<file path="config.mk">
export PLATFORM = sky130hd
export DESIGN_NAME = alu_issue_flat
export DESIGN_NICKNAME = d
export VERILOG_FILES = /design/src/rtl/alu_pkg.sv /design/src/rtl/alu_issue_if.sv /design/src/rtl/alu_decode.sv /design/src/rtl/alu_issue.sv /design/src/flat_wrapper.sv
export SDC_FILE = /design/constraint.sdc
export NUM_CORES = 1
export LEC_CHECK = 0
export ABC_AREA = 1
export ABC_CLOCK_PERIOD_IN_PS = 3300
export CORE_ASPECT_RATIO = 2
export CORE_UTILIZATION = 45
export CTS_CLUSTER_SIZE = 10
export DETAILED_ROUTE_END_ITERATION = 7
export GPL_TIMING_DRIVEN = 0
export PLACE_DENSITY = 0.95
export SLEW_MARGIN = 10
export SYNTH_ARGS = -nofsm -noshare
export SYNTH_HDL_FRONTEND = slang
export SYNTH_SLANG_ARGS = --single-unit
</file>
<file path="constraint.sdc">
create_clock -name clk -period 3.3 [get_ports clk]
set_input_delay 0.66 -clock clk [delete_from_list [all_inputs] [get_ports clk]]
set_output_delay 0.66 -clock clk [all_outputs]
set_load 0.03 [all_outputs]
</file>
<file path="src/rtl/alu_pkg.sv">
`default_nettype none
// ============================================================================
// alu_pkg : shared op codes, RV32I opcode/funct7 constants and issue record
// Revision: 1.0
// ============================================================================
package alu_pkg;

    localparam int DataSize  = 32;
    localparam int ALUopSize = 4;

    typedef enum logic [ALUopSize-1:0] {
        ALU_ADD  = 4'd0,
        ALU_SUB  = 4'd1,
        ALU_SLL  = 4'd2,
        ALU_SLT  = 4'd3,
        ALU_XOR  = 4'd4,
        ALU_SRL  = 4'd5,
        ALU_OR   = 4'd6,
        ALU_AND  = 4'd7,
        ALU_NDEF = 4'd8
    } alu_op_e;

    localparam logic [6:0] OP_R    = 7'b0110011;
    localparam logic [6:0] OP_I    = 7'b0010011;
    localparam logic [6:0] F7_BASE = 7'b0000000;
    localparam logic [6:0] F7_ALT  = 7'b0100000;

    typedef struct packed {
        alu_op_e               op;
        logic [DataSize-1:0]   src1;
        logic [DataSize-1:0]   src2;
        logic [4:0]            rd;
        logic                  illegal;
    } alu_issue_t;

endpackage
`default_nettype wire

</file>
<file path="src/rtl/alu_issue_if.sv">
`default_nettype none
// ============================================================================
// alu_issue_if : input handshake, ALU drive/return and writeback handshake
// Revision: 1.0
// ============================================================================
interface alu_issue_if;
    import alu_pkg::*;

    logic                  in_valid;
    logic                  in_ready;
    logic [31:0]           instr;
    logic [DataSize-1:0]   rs1_data;
    logic [DataSize-1:0]   rs2_data;
    logic [DataSize-1:0]   alu_src1;
    logic [DataSize-1:0]   alu_src2;
    logic [ALUopSize-1:0]  alu_type;
    logic                  alu_rst;
    logic [DataSize-1:0]   alu_result;
    logic                  alu_zero;
    logic                  alu_overflow;
    logic                  out_valid;
    logic                  out_ready;
    logic [DataSize-1:0]   out_result;
    logic [4:0]            out_rd;
    logic                  out_zero;
    logic                  out_overflow;
    logic                  out_illegal;

    modport slave (
        input  in_valid, instr, rs1_data, rs2_data,
        input  alu_result, alu_zero, alu_overflow, out_ready,
        output in_ready, alu_src1, alu_src2, alu_type, alu_rst,
        output out_valid, out_result, out_rd, out_zero, out_overflow, out_illegal
    );

    modport master (
        output in_valid, instr, rs1_data, rs2_data,
        output alu_result, alu_zero, alu_overflow, out_ready,
        input  in_ready, alu_src1, alu_src2, alu_type, alu_rst,
        input  out_valid, out_result, out_rd, out_zero, out_overflow, out_illegal
    );

endinterface
`default_nettype wire

</file>
<file path="src/rtl/alu_decode.sv">
`default_nettype none
// ============================================================================
// alu_decode : combinational RV32I R/I ALU decode to op code and operands
// Revision: 1.0
// ============================================================================
module alu_decode
    import alu_pkg::*;
(
    input  logic [31:20]          instr_hi,
    input  logic [14:0]           instr_lo,
    input  logic [DataSize-1:0]   rs1_data,
    input  logic [DataSize-1:0]   rs2_data,
    output alu_issue_t            issue
);

    logic [6:0] w_opcode;
    logic [2:0] w_funct3;
    logic [6:0] w_funct7;
    logic       w_is_r;
    logic       w_is_i;
    logic       w_f7_ok;

    assign w_opcode = instr_lo[6:0];
    assign w_funct3 = instr_lo[14:12];
    assign w_funct7 = instr_hi[31:25];
    assign w_is_r   = (w_opcode == OP_R);
    assign w_is_i   = (w_opcode == OP_I);

    // The alternate funct7 only exists on R-type for SUB and the arithmetic shift
    assign w_f7_ok  = (w_funct7 == F7_BASE) ||
                      ((w_funct7 == F7_ALT) && ((w_funct3 == 3'b000) || (w_funct3 == 3'b101)));

    always_comb begin
        issue.op      = ALU_NDEF;
        issue.src1    = rs1_data;
        issue.src2    = rs2_data;
        issue.rd      = instr_lo[11:7];
        issue.illegal = 1'b1;

        if (w_is_r || w_is_i) begin
            issue.illegal = 1'b0;
            case (w_funct3)
                3'b000:  issue.op = (w_is_r && (w_funct7 == F7_ALT)) ? ALU_SUB : ALU_ADD;
                3'b001:  issue.op = ALU_SLL;
                3'b010:  issue.op = ALU_SLT;
                3'b100:  issue.op = ALU_XOR;
                3'b101:  begin
                    if (w_funct7 == F7_ALT) begin
                        issue.op = ALU_SRL;
                    end else begin
                        issue.illegal = 1'b1;
                    end
                end
                3'b110:  issue.op = ALU_OR;
                3'b111:  issue.op = ALU_AND;
                default: issue.illegal = 1'b1;
            endcase
            if (w_is_r && !w_f7_ok) begin
                issue.illegal = 1'b1;
            end
            if (issue.illegal) begin
                issue.op = ALU_NDEF;
            end
        end

        if (w_is_i) begin
            if ((w_funct3 == 3'b001) || (w_funct3 == 3'b101)) begin
                issue.src2 = {{(DataSize-5){1'b0}}, instr_hi[24:20]};
            end else begin
                issue.src2 = {{(DataSize-12){instr_hi[31]}}, instr_hi[31:20]};
            end
        end
    end

endmodule
`default_nettype wire

</file>
<file path="src/rtl/alu_issue.sv">
`default_nettype none
// ============================================================================
// alu_issue : two-entry issue (D) / writeback (E) pipeline around an ALU
// Revision: 1.0
// ============================================================================
module alu_issue
    import alu_pkg::*;
(
    input  logic        clk,
    input  logic        rst,
    alu_issue_if.slave  bus
);

    alu_issue_t            w_dec;
    logic                  w_e_adv;
    logic                  w_d_adv;
    logic                  w_in_ready;
    logic                  w_load;

    logic                  d_valid_q, d_valid_d;
    alu_issue_t            d_q, d_d;
    logic                  e_valid_q, e_valid_d;
    logic [DataSize-1:0]   e_result_q, e_result_d;
    logic [4:0]            e_rd_q, e_rd_d;
    logic                  e_zero_q, e_zero_d;
    logic                  e_overflow_q, e_overflow_d;
    logic                  e_illegal_q, e_illegal_d;

    alu_decode u_decode (
        .instr_hi (bus.instr[31:20]),
        .instr_lo (bus.instr[14:0]),
        .rs1_data (bus.rs1_data),
        .rs2_data (bus.rs2_data),
        .issue    (w_dec)
    );

    assign w_e_adv    = !e_valid_q || bus.out_ready;
    assign w_d_adv    = d_valid_q && w_e_adv;
    assign w_in_ready = rst && (!d_valid_q || w_e_adv);
    assign w_load     = bus.in_valid && w_in_ready;

    always_comb begin
        d_valid_d = d_valid_q;
        d_d       = d_q;
        if (w_load) begin
            d_valid_d = 1'b1;
            d_d       = w_dec;
        end else if (w_d_adv) begin
            d_valid_d = 1'b0;
            d_d       = '0;
        end
    end

    // Flags are only meaningful for the ops that define them; mask the rest
    always_comb begin
        e_valid_d    = e_valid_q;
        e_result_d   = e_result_q;
        e_rd_d       = e_rd_q;
        e_zero_d     = e_zero_q;
        e_overflow_d = e_overflow_q;
        e_illegal_d  = e_illegal_q;
        if (w_d_adv) begin
            e_valid_d    = 1'b1;
            e_result_d   = d_q.illegal ? '0 : bus.alu_result;
            e_rd_d       = d_q.rd;
            e_zero_d     = (d_q.op == ALU_XOR) ? bus.alu_zero : 1'b0;
            e_overflow_d = ((d_q.op == ALU_ADD) || (d_q.op == ALU_SUB)) ? bus.alu_overflow : 1'b0;
            e_illegal_d  = d_q.illegal;
        end else if (bus.out_ready) begin
            e_valid_d    = 1'b0;
            e_result_d   = '0;
            e_rd_d       = '0;
            e_zero_d     = 1'b0;
            e_overflow_d = 1'b0;
            e_illegal_d  = 1'b0;
        end
    end

    always_ff @(posedge clk or negedge rst) begin
        if (!rst) begin
            d_valid_q    <= 1'b0;
            d_q          <= '0;
            e_valid_q    <= 1'b0;
            e_result_q   <= '0;
            e_rd_q       <= '0;
            e_zero_q     <= 1'b0;
            e_overflow_q <= 1'b0;
            e_illegal_q  <= 1'b0;
        end else begin
            d_valid_q    <= d_valid_d;
            d_q          <= d_d;
            e_valid_q    <= e_valid_d;
            e_result_q   <= e_result_d;
            e_rd_q       <= e_rd_d;
            e_zero_q     <= e_zero_d;
            e_overflow_q <= e_overflow_d;
            e_illegal_q  <= e_illegal_d;
        end
    end

    assign bus.in_ready     = w_in_ready;
    assign bus.alu_src1     = d_q.src1;
    assign bus.alu_src2     = d_q.src2;
    assign bus.alu_type     = d_q.op;
    assign bus.alu_rst      = !d_valid_q;
    assign bus.out_valid    = e_valid_q;
    assign bus.out_result   = e_result_q;
    assign bus.out_rd       = e_rd_q;
    assign bus.out_zero     = e_zero_q;
    assign bus.out_overflow = e_overflow_q;
    assign bus.out_illegal  = e_illegal_q;

endmodule
`default_nettype wire

</file>
<file path="src/flat_wrapper.sv">
// flat-port wrapper written by rule: the top's interface ports become plain ports
module alu_issue_flat import alu_pkg::*;
  (clk, rst, bus_in_valid, bus_instr, bus_rs1_data, bus_rs2_data, bus_alu_result, bus_alu_zero, bus_alu_overflow, bus_out_ready, bus_in_ready, bus_alu_src1, bus_alu_src2, bus_alu_type, bus_alu_rst, bus_out_valid, bus_out_result, bus_out_rd, bus_out_zero, bus_out_overflow, bus_out_illegal);
  alu_issue_if bus_i ();
  input  logic clk;
  input  logic rst;
  input wire logic [$bits(bus_i.in_valid)-1:0] bus_in_valid;
  input wire logic [$bits(bus_i.instr)-1:0] bus_instr;
  input wire logic [$bits(bus_i.rs1_data)-1:0] bus_rs1_data;
  input wire logic [$bits(bus_i.rs2_data)-1:0] bus_rs2_data;
  input wire logic [$bits(bus_i.alu_result)-1:0] bus_alu_result;
  input wire logic [$bits(bus_i.alu_zero)-1:0] bus_alu_zero;
  input wire logic [$bits(bus_i.alu_overflow)-1:0] bus_alu_overflow;
  input wire logic [$bits(bus_i.out_ready)-1:0] bus_out_ready;
  output wire logic [$bits(bus_i.in_ready)-1:0] bus_in_ready;
  output wire logic [$bits(bus_i.alu_src1)-1:0] bus_alu_src1;
  output wire logic [$bits(bus_i.alu_src2)-1:0] bus_alu_src2;
  output wire logic [$bits(bus_i.alu_type)-1:0] bus_alu_type;
  output wire logic [$bits(bus_i.alu_rst)-1:0] bus_alu_rst;
  output wire logic [$bits(bus_i.out_valid)-1:0] bus_out_valid;
  output wire logic [$bits(bus_i.out_result)-1:0] bus_out_result;
  output wire logic [$bits(bus_i.out_rd)-1:0] bus_out_rd;
  output wire logic [$bits(bus_i.out_zero)-1:0] bus_out_zero;
  output wire logic [$bits(bus_i.out_overflow)-1:0] bus_out_overflow;
  output wire logic [$bits(bus_i.out_illegal)-1:0] bus_out_illegal;
  assign bus_i.in_valid = bus_in_valid;
  assign bus_i.instr = bus_instr;
  assign bus_i.rs1_data = bus_rs1_data;
  assign bus_i.rs2_data = bus_rs2_data;
  assign bus_i.alu_result = bus_alu_result;
  assign bus_i.alu_zero = bus_alu_zero;
  assign bus_i.alu_overflow = bus_alu_overflow;
  assign bus_i.out_ready = bus_out_ready;
  assign bus_in_ready = bus_i.in_ready;
  assign bus_alu_src1 = bus_i.alu_src1;
  assign bus_alu_src2 = bus_i.alu_src2;
  assign bus_alu_type = bus_i.alu_type;
  assign bus_alu_rst = bus_i.alu_rst;
  assign bus_out_valid = bus_i.out_valid;
  assign bus_out_result = bus_i.out_result;
  assign bus_out_rd = bus_i.out_rd;
  assign bus_out_zero = bus_i.out_zero;
  assign bus_out_overflow = bus_i.out_overflow;
  assign bus_out_illegal = bus_i.out_illegal;
  alu_issue u_core (.clk(clk), .rst(rst), .bus(bus_i));
endmodule
</file>
==> flow_summary.yaml, run 1 <==
status:
  outcome: "finished, final reports clean"
timing:
  fin_crit_sh: 0.8939
  slew_violations: 0
  post-route-min-period_ns: 2.950
  tightest_slew_ns: 0.5114
  report.final.hold_viol_count: 0
  skew_ns: 0.01398
  timing.fmax_ghz: 0.3390
  finalSetupTns_ns: 0
  maxSlewHeadroom: 0.6591
  rsz0062_at_grt: "no"
  setup_viol: 0
clocking:
  cts_resized: 0
  max-clock-path-buffers: 2
  htreeDepth: 4
  clock-sinks: 116
  post_cts_buffers: 0
  cts_hold_buf: 0
  cts_tree: "yes"
  cts_made_buffers: 17
  root_buffer: "clkbuf_16"
  clkTransAtPathRegs_ns: 0.06
  clk-insertion-delay-late_ns: 0.42
cells_and_area:
  multiInputGateArea_um2: 1672
  area_growth_pct: 59.72
  final_cell_mix: "238 x clkdlybuf4s50_1, 131 x nand2_1, 116 x dfrtp_1"
  ff_latch_area_um2: 2903
  antennaDiodeCount: 0
  post-route-util: 0.7356
  mostFrequentLayoutCell: "clkdlybuf4s50_1"
  n_fill_cell: 816
  drive_gt1_frac: 0.1532
  fin_nets: 976
grt:
  grt-ovfl-total: 0
  antenna_found_initial: 0
  grt_usage: 0.2663
  grt_max_degree: 69
  grt_pass1_wl_um: 24810
  grt_pass1_vias: 5029
setup_path:
  slowest_stage: "clkdlybuf4s50_1"
  critPathMaxStageDelay_ns: 0.67
  worstPathRequired_ns: 2.64
  cp_num_cells: 5
  r2r_setup_slack_ns: 1.79
  cp_max_fo: 68
  critPathLaunchType: "input pin"
  end_kind: "output pin"
  path_cells: "buf_6 -> buf_16 -> nand2_1 -> inv_2 -> clkdlybuf4s50_1"
  worstPathArrival_ns: 2.29
  r2r_cells: 10
  critPathKind: "input pin to output pin"
  path_buf_inv: 4
  path_delay_family: "buffers and inverters"
job:
  maxCapViolations: 0
power_and_ir_drop:
  leakagePower_nw: 4.041
  p_sw_mw: 1.452
  intPower_mw: 3.411
  ir_drop_uv: 447.1
  power_frac_comb: 0.264
  p_sw_frac: 0.2986
  seqPwrFrac: 0.344
  p_per_area_nw_per_um2: 565.1
  clkPwrFrac: 0.392
route:
  viasPerCell: 5.026
  routedWlPerCell_um: 16.39
  remaining_drc_errors: 0
  totalWireLength_um: 16390
  drtAntennaViolNets: 0
  vias: 5026
  dr.pass1.iters: 5
  drtIter0Drc: 240
logic_synthesis:
  synthesis.area_um2: 5389
  synthMuxAreaShare: 0
  synth_edf_count: 0
  syn_inst: 583
  synth-seq-cells: 116
  synth-simple-area-share: 0.1588
  syn_avg_cell_area_um2: 9.243
  synth-main-ff-cell: "dfrtp_1"
  async_reset_ff_frac: 1.000
  ys_types: 23
  synth_top_family_by_area: "simple AND/OR/NAND/NOR gates"
  synth_xor_area_frac: 0
  ys_seq_area_frac: 0.5387
  syn_nets: 717
  synth-adder-area-share: 0
  synth-compound-area-share: 0.1514
  yosysWarnings: 0
die:
  core-area_um2: 11700
  die_h_um: 156.8
  die-area_um2: 12440
  die_width_um: 79.38
  row_count: 56
  initial_core_util: 0.4605
  boundaryPins: 245
placed_design:
  detailed_place_hpwl_um: 12230
  gp_congestion: 0.8249
  io_buffers: 239
min_path:
  min-delay-path-class: "input pin to asynchronous set/reset pin"
metrics by stage:
stage | hold WS [ns] | std cells | power [mW] | setup WS [ns] | cell area [um2]
floorplan | 0.3644 | 583 | 2.381 | 1.612 | 5389
global placement | 0.4641 | 967 | 2.939 | -3.423 | 7963
detailed placement | 0.4670 | 968 | 2.974 | 0.3015 | 7991
CTS | 0.2004 | 1000 | 4.888 | 0.2984 | 8607
global route | 0.2133 | 1000 | 5.046 | 0.1881 | 8607
finish | 0.1874 | 1000 | 4.864 | 0.3501 | 8607
kinds of logic (layout without fill, tap and decap cells):
logic type | after synthesis | in the layout
buf+inv | 136 | 408
flops | 116 | 116
simple gates | 206 | 206
compound gates | 125 | 125
power groups by stage:
stage	clock (mW)	sequential [mW]	combinational (mW)
4_1_cts	1.92	1.67	1.29
3_3_place_gp	0	1.68	1.26
5_1_grt	2.00	1.69	1.36
3_5_place_dp	0	1.69	1.29
2_1_floorplan	0	1.76	0.622
6_report	1.91	1.67	1.28
flip-flops by register name, summed over array words and instances (netlist names), 4 cells and up:
| register | count |
|---|---|
| u_core.bus.alu_src1 | 32 |
| u_core.bus.alu_src2 | 32 |
| u_core.bus.out_result | 32 |
| u_core.d_q | 6 |
| u_core.bus.out_rd | 5 |
| u_core.bus.alu_type | 4 |
layer usage:
metal,vias up,GRT usage,share of wire
li1,2399,-,-
met5,-,0,0
met2,200,0.5057,0.57
met4,0,0.1126,0.024
met3,31,0.06356,0.045
met1,2396,0.2674,0.36
worst paths after layout:
kind                                                 to                    start
worst min-delay path            u_core.bus.alu_src1[31]                      rst
worst max register to register  u_core.bus.alu_src2[14]         u_core.d_valid_q
max in group asynchronous        u_core.bus.alu_src2[5]                      rst
worst min register to register  u_core.bus.alu_src2[18]  u_core.bus.alu_src2[18]
worst max-delay path                       bus_in_ready                      rst
min in group clk                u_core.bus.alu_src2[18]  u_core.bus.alu_src2[18]
synthesized netlist by cell type (4+ instances only):
| library cell | count | area (um2) |
|---|---|---|
| buf_2 | 15 | 75.07 |
| buf_4 | 70 | 525.5 |
| dfrtp_1 | 116 | 2903 |
| nand2_1 | 131 | 491.7 |
| nand3_1 | 49 | 245.2 |
| clkbuf_1 | 13 | 48.80 |
| inv_2 | 4 | 15.01 |
| o211ai_1 | 27 | 202.7 |
| o21ai_0 | 62 | 310.3 |
| inv_1 | 28 | 105.1 |
| nor2_1 | 19 | 71.32 |
| a22o_1 | 32 | 280.3 |
area by class of cell:
type                    count  share of cell area
clock buffers              18             0.05102
flip-flops and latches    116              0.3373
well taps                 145             0.02108
clock inverters            14             0.02050
inverters                  33             0.01439
plain buffers             103             0.08024
repair buffers            240              0.2813
multi-input cells         331              0.1942
Power figures use the tool's default switching activity.
==> run 2, diff against run 1 <==
--- a/config.mk
+++ b/config.mk
@@ -6,7 +6,7 @@
 export NUM_CORES = 1
 export LEC_CHECK = 0
 export ABC_AREA = 1
-export ABC_CLOCK_PERIOD_IN_PS = 3300
+export ABC_CLOCK_PERIOD_IN_PS = 3600
 export CORE_ASPECT_RATIO = 2
 export CORE_UTILIZATION = 45
 export CTS_CLUSTER_SIZE = 10
==> constraint.sdc (replaced) <==
create_clock -name clk -period 3.6 [get_ports clk]
set_input_delay 0.72 -clock clk [delete_from_list [all_inputs] [get_ports clk]]
set_output_delay 0.72 -clock clk [all_outputs]
set_load 0.03 [all_outputs]
==> results of run 2 <==
The final DEF is identical to that of run 1. Status: finished, final reports clean.
Among the figures that moved: setup slack after placement 0.3015 ns -> 0.4815 ns; setup slack after layout 0.3501 ns -> 0.5301 ns; hold slack 0.1874 ns -> 0.2474 ns; register-to-register setup slack 1.79 ns -> 2.09 ns; total power 4.864 mW -> 4.458 mW; worst IR drop on VDD 447.1 uV -> 409.9 uV
==> edit: new RTL, config.mk and constraints of run 2 <==
Change the package constant `DataSize` from 32 to 64.
--- a/src/rtl/alu_pkg.sv
+++ b/src/rtl/alu_pkg.sv
@@ -6,5 +6,5 @@
 package alu_pkg;
 
-    localparam int DataSize  = 32;
+    localparam int DataSize  = 64;
     localparam int ALUopSize = 4;
 
Ports: changed (6 resized); port bits go from 245 to 437. No check against the original RTL was run, so the function may have changed too.
==> edit against run 2 <==
Worst setup slack worse by 0.24 ns. Sequential cell count grew 96. Area after synthesis up 79%. Non-clock buffer count rose by 292. Routed wire length grew 110%. Maximum frequency fell by 7.3%. Sequential share of layout area up 1.7 points. Synthesized cell count up 72%. Total power is 63% higher. Final area rose by 74%. Via count is 86% higher.
==> edit: results (changes against run 2) <==
status: completed (unchanged)
CTS sink cnt: 212 (was 116)
Slowest cell on crit path: clkdlybuf4s50_1 (unchanged)
hpwl dp: 26.1 mm (was 12.2 mm)
fraction of layout cells with a size suffix above 1: 0.142 (was 0.153)
first-pass GRT wire length: 53.8 mm (was 24.8 mm)
Antenna Nets Post-Route: 0 (unchanged)
Post-Place Cell Area: 14300 µm² (was 7990 µm²)
CTS Buffer Depth: 3 (was 2)
synth unique cells: 22 (was 23)
clock slew at reported path FFs: 0.06 ns (about the same)
commonest cells in the netlist: 228 x nand2_1, 212 x dfrtp_1, 138 x buf_4 (was 131 x nand2_1, 116 x dfrtp_1, 70 x buf_4)
syn_nets: 1231 (was 717)
vias in the first global route: 9990 (was 5029)
CP max FO: 108 (was 68)
Crit path arrival time: 2.59 ns (was 2.35 ns)
worst r2r src: u_core.bus.out_valid$_DFFE_PN0P_ (was u_core.d_valid_q$_DFFE_PN0P_)
Cells after Synth: 1001 (was 583)
sequential cell area share: 0.354 (was 0.337)
Peak supply drop: 0.382 mV (was 0.410 mV)
register area: 5310 µm² (was 2900 µm²)
CP max stage delay: 0.74 ns (was 0.67 ns)
final setup skew: 0.0214 ns (was 0.0140 ns)
clock network area share: 0.0432 (was 0.0715)
fillcell total: 1426 (was 816)
nonclk buf count: 635 (was 343)
Seq/Total Area, Yosys: 0.550 (was 0.539)
buffering overhead: 0.380 (was 0.362)
synth top area cells: dfrtp_1 55%, buf_4 11%, nand2_1 8.9%, a22o_1 5.8%, o211ai_1 4.6% (was dfrtp_1 54%, buf_4 9.8%, nand2_1 9.1%, o21ai_0 5.8%, a22o_1 5.2%)
number of buffers created by CTS: 25 (was 17)
Rel. slew slack: 0.577 (was 0.659)
xor/xnor cell area share of the yosys netlist: 0 (unchanged)
worst skew pair latency: 0.53 ns (was 0.42 ns)
H-tree levels: 1 (was 4)
Finished Layout Cells: 1733 (was 1000)
GP Congestion: 0.918 (was 0.825)
via count: 9363 (was 5026)
Synth Area in Compound Gates: 0.156 (was 0.151)
initial antenna violation count: 3 (was 0)
final wirelength: 35.1 mm (was 16.4 mm)
CTS root buffer: clkbuf_16 (unchanged)
Reg-to-Reg End: u_core.bus.alu_src2[44]$_DFFE_PN0P_ (was u_core.bus.alu_src2[14]$_DFFE_PN0P_)
reg2reg setup slack: 1.62 ns (was 2.09 ns)
# diodes: 3 (was 0)
area grow syn2layout: 55.4% (was 59.7%)
asr flop ratio synth: 1.00 (unchanged)
Multi-input gate area: 2880 µm² (was 1670 µm²)
top_reg_cell synth: dfrtp_1 (unchanged)
I/O Buffers: 431 (was 239)
First DRT Iteration DRCs: 665 (was 240)
# clk buffers: 26 (was 18)
Post-Synth Adder-Cell Area: 0 (unchanged)
gr usage total: 0.317 (was 0.266)
Leak: 7.01 nW (was 4.04 nW)
reg2reg path depth: 9 (was 10)
comb_multi_in: 554 (was 331)
Inverters: 32 (was 33)
largest net degree at the start of global routing: 109 (was 69)
==> edit: through the flow <==
| step | worst slack, ns | hold WS, ns | total power [mW] |
|---|---|---|---|
| floorplan | 1.76 | 0.424 | 4.04 |
| global placement | -6.88 | 0.463 | 5.02 |
| detailed placement | 0.0359 | 0.467 | 5.09 |
| CTS | 0.0285 | 0.243 | 7.28 |
| global route | 0.0636 | 0.162 | 7.51 |
| finish | 0.287 | 0.0945 | 7.26 |
==> edit: worst max-delay path, delay by kind of cell <==
| family | cells | cell delay [ns] |
|---|---|---|
| buffers and inverters | 4 | 1.63 |
| and+or+nand+nor | 1 | 0.13 |
==> edit: routing by layer <==
layer	share of wire	GRT usage	vias to the layer above
li1	-	-	4161
met1	0.32	0.307	4542
met2	0.53	0.584	514
met3	0.076	0.0752	146
met4	0.070	0.217	0
met5	0	0	-
==> edit: where the power goes <==
group	internal, mW	switching [mW]	total [mW]
combinational	1.06	1.20	2.26
clock	1.23	0.955	2.18
sequential	2.65	0.172	2.82
total	4.94	2.32	7.26
